File: src/rtl/mem_stage_lsu.sv
// mem_stage_lsu: pipeline memory stage between the execute register and writeback.
// Non-memory ops pass through a registered output slot. Loads and stores are issued one at a
// time over a valid/ready request bus; loads are lane-extracted and sign/zero-extended,
// stores are lane-shifted with byte strobes.
//
// Ports:
//   clk, reset_n                 clock, asynchronous active-low reset
//   in_*                         upstream op (valid/ready), ALU result doubles as address
//   dreq_*                       bus request (valid/ready), held stable until accepted
//   dresp_valid, dresp_data      bus response / write acknowledge
//   out_*                        writeback result (valid/ready), held stable until accepted
//
// Optional feature: define MEM_MISALIGN_CHECK_EN to trap misaligned accesses (no bus request,
// out_misalign=1, out_data=address). Without it, misaligned addresses are force-aligned and
// out_misalign is tied 0.
module mem_stage_lsu #(
    parameter int unsigned XLEN   = 64,
    parameter int unsigned REG_AW = 5,
    parameter int unsigned STRB_W = XLEN / 8
) (
    input  logic              clk,
    input  logic              reset_n,
    input  logic              in_valid,
    output logic              in_ready,
    input  logic [REG_AW-1:0] in_rd,
    input  logic              in_we,
    input  logic [XLEN-1:0]   in_alu,
    input  logic              in_load,
    input  logic              in_store,
    input  logic [1:0]        in_size,
    input  logic              in_unsigned,
    input  logic [XLEN-1:0]   in_wdata,
    output logic              dreq_valid,
    input  logic              dreq_ready,
    output logic [XLEN-1:0]   dreq_addr,
    output logic              dreq_write,
    output logic [1:0]        dreq_size,
    output logic [STRB_W-1:0] dreq_strobe,
    output logic [XLEN-1:0]   dreq_wdata,
    input  logic              dresp_valid,
    input  logic [XLEN-1:0]   dresp_data,
    output logic              out_valid,
    input  logic              out_ready,
    output logic [REG_AW-1:0] out_rd,
    output logic              out_we,
    output logic [XLEN-1:0]   out_data,
    output logic              out_misalign
);
    localparam int unsigned OFF_W = $clog2(STRB_W);

    typedef enum logic [1:0] {StIdle, StReq, StWait, StDone} state_e;

    state_e              state_q;
    logic                is_mem;
    logic                bad_size;
    logic [1:0]          lane_size;
    logic [XLEN-1:0]     size_mask;
    logic [XLEN-1:0]     aligned_addr;
    logic [OFF_W-1:0]    off;
    logic [STRB_W-1:0]   strobe;
    logic                accept;

    logic [XLEN-1:0]     req_addr_q;
    logic [XLEN-1:0]     req_wdata_q;
    logic                req_write_q;
    logic [1:0]          req_size_q;
    logic [STRB_W-1:0]   req_strobe_q;
    logic [1:0]          lane_size_q;
    logic                unsigned_q;
    logic [REG_AW-1:0]   rd_q;
    logic                we_q;

    logic                out_valid_q;
    logic [REG_AW-1:0]   out_rd_q;
    logic                out_we_q;
    logic [XLEN-1:0]     out_data_q;

    logic [XLEN-1:0]     shifted;
    logic [XLEN-1:0]     load_val;

`ifdef MEM_MISALIGN_CHECK_EN
    logic                misalign;
    logic                out_misalign_q;
    assign misalign     = bad_size || ((in_alu & size_mask) != '0);
    assign out_misalign = out_misalign_q;
`else
    assign out_misalign = 1'b0;
`endif

    always_comb begin
        is_mem       = in_load | in_store;
        // Doubleword on a 32-bit datapath: treated as a full-width access at an aligned address.
        bad_size     = 32'(in_size) > OFF_W;
        lane_size    = bad_size ? 2'(OFF_W) : in_size;
        size_mask    = (XLEN'(1) << in_size) - XLEN'(1);
        aligned_addr = in_alu & ~size_mask;
        off          = aligned_addr[OFF_W-1:0];
        // Low (1<<size) strobe bits set, then moved up to the byte lane; loads enable all lanes.
        if (in_store) begin
            strobe = ~({STRB_W{1'b1}} << (4'd1 << lane_size)) << off;
        end else begin
            strobe = {STRB_W{1'b1}};
        end
    end

    always_comb begin
        shifted = dresp_data >> {req_addr_q[OFF_W-1:0], 3'b000};
        case (lane_size_q)
            2'd0: begin
                if (unsigned_q) load_val = XLEN'(shifted[7:0]);
                else            load_val = XLEN'($signed(shifted[7:0]));
            end
            2'd1: begin
                if (unsigned_q) load_val = XLEN'(shifted[15:0]);
                else            load_val = XLEN'($signed(shifted[15:0]));
            end
            2'd2: begin
                if (unsigned_q) load_val = XLEN'(shifted[31:0]);
                else            load_val = XLEN'($signed(shifted[31:0]));
            end
            default: load_val = shifted;
        endcase
    end

    assign in_ready    = reset_n && (state_q == StIdle) && (!out_valid_q || out_ready);
    assign accept      = in_valid && in_ready;
    assign dreq_valid  = (state_q == StReq);
    assign dreq_addr   = req_addr_q;
    assign dreq_write  = req_write_q;
    assign dreq_size   = req_size_q;
    assign dreq_strobe = req_strobe_q;
    assign dreq_wdata  = req_wdata_q;
    assign out_valid   = out_valid_q;
    assign out_rd      = out_rd_q;
    assign out_we      = out_we_q;
    assign out_data    = out_data_q;

    always_ff @(posedge clk or negedge reset_n) begin
        if (!reset_n) begin
            state_q        <= StIdle;
            req_addr_q     <= '0;
            req_wdata_q    <= '0;
            req_write_q    <= 1'b0;
            req_size_q     <= '0;
            req_strobe_q   <= '0;
            lane_size_q    <= '0;
            unsigned_q     <= 1'b0;
            rd_q           <= '0;
            we_q           <= 1'b0;
            out_valid_q    <= 1'b0;
            out_rd_q       <= '0;
            out_we_q       <= 1'b0;
            out_data_q     <= '0;
`ifdef MEM_MISALIGN_CHECK_EN
            out_misalign_q <= 1'b0;
`endif
        end else begin
            unique case (state_q)
                StIdle: begin
                    if (out_valid_q && out_ready) out_valid_q <= 1'b0;
                    if (accept) begin
                        if (!is_mem) begin
                            out_valid_q    <= 1'b1;
                            out_rd_q       <= in_rd;
                            out_we_q       <= in_we;
                            out_data_q     <= in_alu;
`ifdef MEM_MISALIGN_CHECK_EN
                            out_misalign_q <= 1'b0;
                        end else if (misalign) begin
                            // Trap straight into the result slot; no bus traffic.
                            out_valid_q    <= 1'b1;
                            out_rd_q       <= in_rd;
                            out_we_q       <= 1'b0;
                            out_data_q     <= in_alu;
                            out_misalign_q <= 1'b1;
                            state_q        <= StDone;
`endif
                        end else begin
                            req_addr_q   <= aligned_addr;
                            req_wdata_q  <= in_wdata << {off, 3'b000};
                            req_write_q  <= in_store;
                            req_size_q   <= in_size;
                            req_strobe_q <= strobe;
                            lane_size_q  <= lane_size;
                            unsigned_q   <= in_unsigned;
                            rd_q         <= in_rd;
                            we_q         <= in_we;
                            state_q      <= StReq;
                        end
                    end
                end
                StReq: begin
                    if (dreq_ready) state_q <= StWait;
                end
                StWait: begin
                    if (dresp_valid) begin
                        // Store acknowledges carry no writeback: we forced low, data zero.
                        out_valid_q    <= 1'b1;
                        out_rd_q       <= rd_q;
                        out_we_q       <= we_q & ~req_write_q;
                        out_data_q     <= req_write_q ? '0 : load_val;
`ifdef MEM_MISALIGN_CHECK_EN
                        out_misalign_q <= 1'b0;
`endif
                        state_q        <= StDone;
                    end
                end
                StDone: begin
                    if (out_ready) begin
                        out_valid_q <= 1'b0;
                        state_q     <= StIdle;
                    end
                end
                default: state_q <= StIdle;
            endcase
        end
    end

endmodule

File: config.mk
export PLATFORM = sky130hd
export DESIGN_NAME = mem_stage_lsu
export DESIGN_NICKNAME = d
export VERILOG_FILES = /design/src/rtl/mem_stage_lsu.sv
export SDC_FILE = /design/constraint.sdc
export NUM_CORES = 1
export LEC_CHECK = 0
export ABC_AREA = 1
export CORE_UTILIZATION = 47
export DETAILED_ROUTE_END_ITERATION = 8
export PLACE_DENSITY = 0.91
export SETUP_SLACK_MARGIN = 0.05
export SLEW_MARGIN = 40
export SYNTH_ARGS = -nofsm -noshare
export SYNTH_HDL_FRONTEND = slang
export SYNTH_SLANG_ARGS = --single-unit
File: constraint.sdc
create_clock -name clk -period 2.16 [get_ports clk]
set_input_delay 0.432 -clock clk [delete_from_list [all_inputs] [get_ports clk]]
set_output_delay 0.432 -clock clk [all_outputs]
set_load 0.05 [all_outputs]
# Word level (Yosys, flattened, before mapping)
# Index checks and enable logic that the tools add are counted.
# totals
in_bits,209
reg_bits,219
output_inout_bits,213
word_cells,81
# op_classes
n_bitwise,6
n_reduce_logical,14
add_sub_neg,1
n_shift,6
muxes,30
n_eq_ne,11
# op_table
op,count
$mux 64,7
$pmux 64 s3,1
$pmux 64 s2,1
$and 64x64->64,1
$not 64->64,1
$shl 1x2->64 const A,1
$shl 64x6->64,1
$shr 64x6->64,1
$sub 64x2->64 const B,1
$mux 5,3
$mux 2,5
$ne 2x2->1 const B,5
$pmux 5 s2,1
$mux 1,8
$mux 8,1
$not 8->8,1
$pmux 2 s4,1
$shl 8x3->8,1
$shl 8x4->8 const A,1
$eq 2x2->1 const B,3
$reduce_and 3->1,2
$reduce_and 5->1,1
$eq 2x1->1 const B,2
$logic_and 1x1->1,4
other kinds (13),14

# Logic depth before layout (Yosys ltp)
# Gate-level depths: netlist of the first run.
# logic_depth
ltp_word,6
mapped_depth,14

# Worst setup path after synthesis of the first run
# Ideal clock, no wire load.
# synth_path
path_kind,reg2reg
start,reg state_q[1]
end,"reg out_data_q[5], in the netlist out_data[5]"
arrival_time_ns,2.174
synth_period_minus_slack_ns,2.298
setup_time_ns,0.124
slack_ns,-0.138
n_path_buf,2
stages_incl_launch_ff,12
cell_sequence,dfrtp_1 inv_1 ha_1 nand2_1 nor2_2 nand2_2 nand2_2 nand3_2 buf_2 buf_6 a21oi_1 a2bb2oi_2
# synth_between
elab_chain_len,6
elab_cells_between_ends,11
# synth_lines
element,line_no,rtl
from (decl),53,state_e state_q;
from (signal assigned),140,state_q <= StIdle;
from (signal assigned),188,state_q <= StReq;
from (signal assigned),193,if (dreq_ready) state_q <= StWait;
$logic_not 2->1,125,assign in_ready = reset_n && (state_q == StIdle) && (!out_valid_q || out_ready);
$logic_and 1x1->1 (2 in a row),125,
via in_ready,24,"output logic in_ready,"
$logic_and 1x1->1,126,assign accept = in_valid && in_ready;
$ne 2x2->1 (no line),-,
$reduce_and 4->1 (no line),-,
to (signal assigned),166,out_data_q <= in_alu;
to (signal assigned),201,out_data_q <= req_write_q ? '0 : load_val;
to (decl),76,logic [XLEN-1:0] out_data_q;
# The timed path passes the listed nets, and every way through them passes these cells.
# A chain may end at the register's enable or synchronous reset.

# Worst setup path in the final report of the first run
# layout_path
start,reg state_q[0]
end,"reg out_data_q[23], in the netlist out_data[23]"
# layout_between
elab_chain_len,6
elab_cells_between_ends,11
# layout_lines
element,line_no
$logic_not 2->1,"125, 158"
$logic_and 1x1->1 (2 in a row),125
$logic_and 1x1->1,126
$ne 2x2->1 (no line),-
$reduce_and 4->1 (no line),-
# Several ways; a longest one is shown, not always the timed one.

==> impl_metrics.ini, run 1 <==
[timing]
setup_tns_ns = 0
fin_crit_ns = 2.05
fmax_mhz = 487
worst_clock_skew_ns = 0.0107
period_share = 0.951
finalHoldViolations = 0
relSlewSlack = 0.482
rsz0062_at_grt = yes
final-max-slew-violation-count = 0
setup_viol = 0
worst_pin_slew_ns = 0.776

[global_routing]
antenna_found_initial = 8
grt_pass1_vias = 14000
grt.total_usage = 0.369
grt_pass1_wl_um = 80100
grt-ovfl-total = 0
grt_max_degree = 133

[routing]
drc_errors = 0
ant_nets = 0
wl_um = 51900
drt_iter0_drc = 1461
drt-vias-per-instance = 5.69
drtPass1Iterations = 6
wl_per_cell_um = 20.4
vias = 14500

[final_layout]
syn_to_final_growth_pct = 45.6
layout-drive-gt1-share = 0.117
nets = 2398
num-fill-cells = 2122
fin_util = 0.705

[status]
status = completed

[critical_path]
max_stage_delay_ns = 0.42
cp_max_fo = 32
rr_startpoint = state_q[0]$_DFFE_PN0P_
end_kind = flop
reg2reg_slack_ns = 0.11
regToRegEndpoint = out_data[23]$_DFFE_PN0P_
crit_slowest_cell = dfrtp_1
crit_top_cell = buf_12
crit_required_ns = 2.58
critPathTopFamily = buffers and inverters
critPathBufInv = 5
startpoint_type = flop
crit_chain = inv_4 > buf_12 > ha_4 > inv_2 > o21bai_1 > nand3_4 > buf_4 > buf_12 > a21oi_1 > a2bb2oi_2
arrival_ns = 2.47
rr_worst_depth = 10
cp-startpoint = state_q[0]$_DFFE_PN0P_
crit_type = flop to flop

[hold_path]
hp-start = in_alu[18]
min_path_type = input pin to flop
hold_depth = 3
hold_end = dreq_addr[18]$_DFFE_PN0P_

[clock_tree]
htree_levels = 1
cts_root_buf = clkbuf_16
cts_tree = done
cts_buffers = 25
cts.sinks = 219
clkTransAtPathRegs_ns = 0.06
clk_latency_ns = 0.54
ctsLongestPathBuffers = 3

[die]
core_um2 = 26400
die_w_um = 167
start_util = 0.484
io_pins = 422
chipHeight_um = 167
row_count = 59
dieArea_um2 = 27800

[place]
numPortBuffers = 420
gp_congestion = 0.960
hpwlAfterDp_um = 38800

[logic_synthesis]
avgSynthCellArea_um2 = 7.26
yosysWarnings = 0
ys_async_sr_fraction = 1.00
ys_seq_area_frac = 0.430
ys_dominant_reg_cell = dfrtp_1
synth_nets = 1972
synth.distinct_cells = 44
syn_inst = 1758
syn_area_um2 = 12800
synth_seq_cells = 219
synth-edff-count = 0

[run]
drv_cap = 0

[power]
power.density_nw_per_um2 = 1740
p_leak_nw = 9.31
vdd_drop_max_v = 0.000965
## logic make-up (layout without fill, tap and decap cells)
group,count (synthesis),count (layout),share of synthesized area
flip-flops,219,219,0.430
AO/OA/AOI/OAI,427,427,0.196
other,1,9,0.000294
AND/OR/NAND/NOR,860,860,0.281
buffers and inverters,243,685,0.0855
adder cells (fa/ha/maj),5,5,0.00490
multiplexers,3,3,0.00235
## registers in the layout (all words and copies together), names as in the netlist, 2 cells and up
register,flops
dreq_addr,64
dreq_wdata,64
out_data,64
dreq_strobe,8
out_rd,5
rd_q,5
lane_size_q,2
state_q,2
## synth_stat cells, drive strengths merged, types with 4 or more instances
cell type / n / share of area
nand2: 644 / 0.19
dfrtp: 219 / 0.43
o21ai: 206 / 0.081
a21oi: 122 / 0.048
inv: 111 / 0.033
nand3: 109 / 0.044
buf: 71 / 0.035
clkbuf: 56 / 0.016
or2: 54 / 0.026
nor2: 45 / 0.015
o211ai: 32 / 0.022
a22o: 14 / 0.0096
a22oi: 13 / 0.0076
a21boi: 9 / 0.0053
a2bb2oi: 9 / 0.0096
o221ai: 8 / 0.0055
nor3: 6 / 0.0024
clkinv: 5 / 0.0015
ha: 5 / 0.0049
o22ai: 4 / 0.0020
## per-layer routing
layer  GRT usage  part of all wire
met4       0.213             0.060
met1       0.425              0.36
met2       0.638              0.49
met5           0                 0
met3      0.0765             0.085
## power breakdown
group          leakage (nW)  switching [mW]  internal [mW]
Clock                 0.437            1.81           2.88
Combinational          6.18            14.2           6.12
Sequential             2.70            1.31           6.08
Total                  9.31            17.3           15.1
## metrics by stage
stage               hold slack, ns  setup WS, ns  power, mW  instance area (um^2)  instances
floorplan                    0.136        0.0636       20.8                 12800       1758
global placement             0.453       -0.0938       27.9                 17700       2485
detailed placement           0.458        -0.175       28.3                 17700       2485
CTS                          0.440        0.0302       32.1                 18500       2530
global route                 0.459        0.0267       34.0                 18600       2543
finish                       0.458         0.106       32.4                 18600       2543
## how the worst max path moves through the flow
stage / slack [ns] / depth (start not counted) / endpoint
2_1_floorplan: 0.06 / 11 / out_data[5]$_DFFE_PN0P_
3_3_place_gp: -0.09 / 10 / out_data[11]$_DFFE_PN0P_
3_5_place_dp: -0.17 / 11 / out_data[54]$_DFFE_PN0P_
4_1_cts: 0.03 / 6 / in_ready
5_1_grt: 0.03 / 12 / out_data[52]$_DFFE_PN0P_
6_report: 0.11 / 10 / out_data[23]$_DFFE_PN0P_
## layout make-up
cell class,instances,area (um^2),area share
Multi-Input combinational cell,1296,6250,0.336
Sequential cell,219,5480,0.295
Timing Repair Buffer,526,5060,0.272
Clock buffer,29,651,0.0350
Inverter,116,450,0.0243
Tap cell,335,419,0.0226
Clock inverter,14,245,0.0132
Antenna cell,8,20.0,0.00108
## worst reg2reg max path, cell delays in order (launching register included)
cell	delay (ns)
dfrtp_1	0.42
inv_4	0.11
buf_12	0.11
ha_4	0.12
inv_2	0.07
o21bai_1	0.23
nand3_4	0.18
buf_4	0.19
buf_12	0.15
a21oi_1	0.25
a2bb2oi_2	0.09
## cells in the final DEF (no fill, tap or decap), types with 25 or more instances in the layout
master / Yosys / layout
a21oi_1: 122 / 122
buf_4: 13 / 98
clkdlybuf4s50_1: 0 / 207
inv_1: 99 / 96
or2_2: 35 / 35
dlygate4sd2_1: 0 / 190
o21ai_0: 166 / 166
clkbuf_16: 0 / 25
nand2_1: 636 / 634
dfrtp_1: 219 / 216
nand3_1: 107 / 107
o21ai_1: 40 / 40
nor2_1: 39 / 38
## what timing repair did
item / in CTS / in global routing
setup buffers: 0 / 5
pin swaps: 0 / 4
setup endpoints to repair: 216 / 42
hold buffers: 1 / 0
hold endpoints to repair: 31 / 0
cloned: 1 / 0
gates resized for setup: 194 / 15
No activity file was read; power rests on OpenSTA's default activity.
==> inputs of run 2 (changes only) <==
- ABC_CLOCK_PERIOD_IN_PS: unset -> 2160
- HOLD_SLACK_MARGIN: unset -> 0.02
==> results of run 2 <==
Final layout, timing and power as in run 1 (identical DEF).
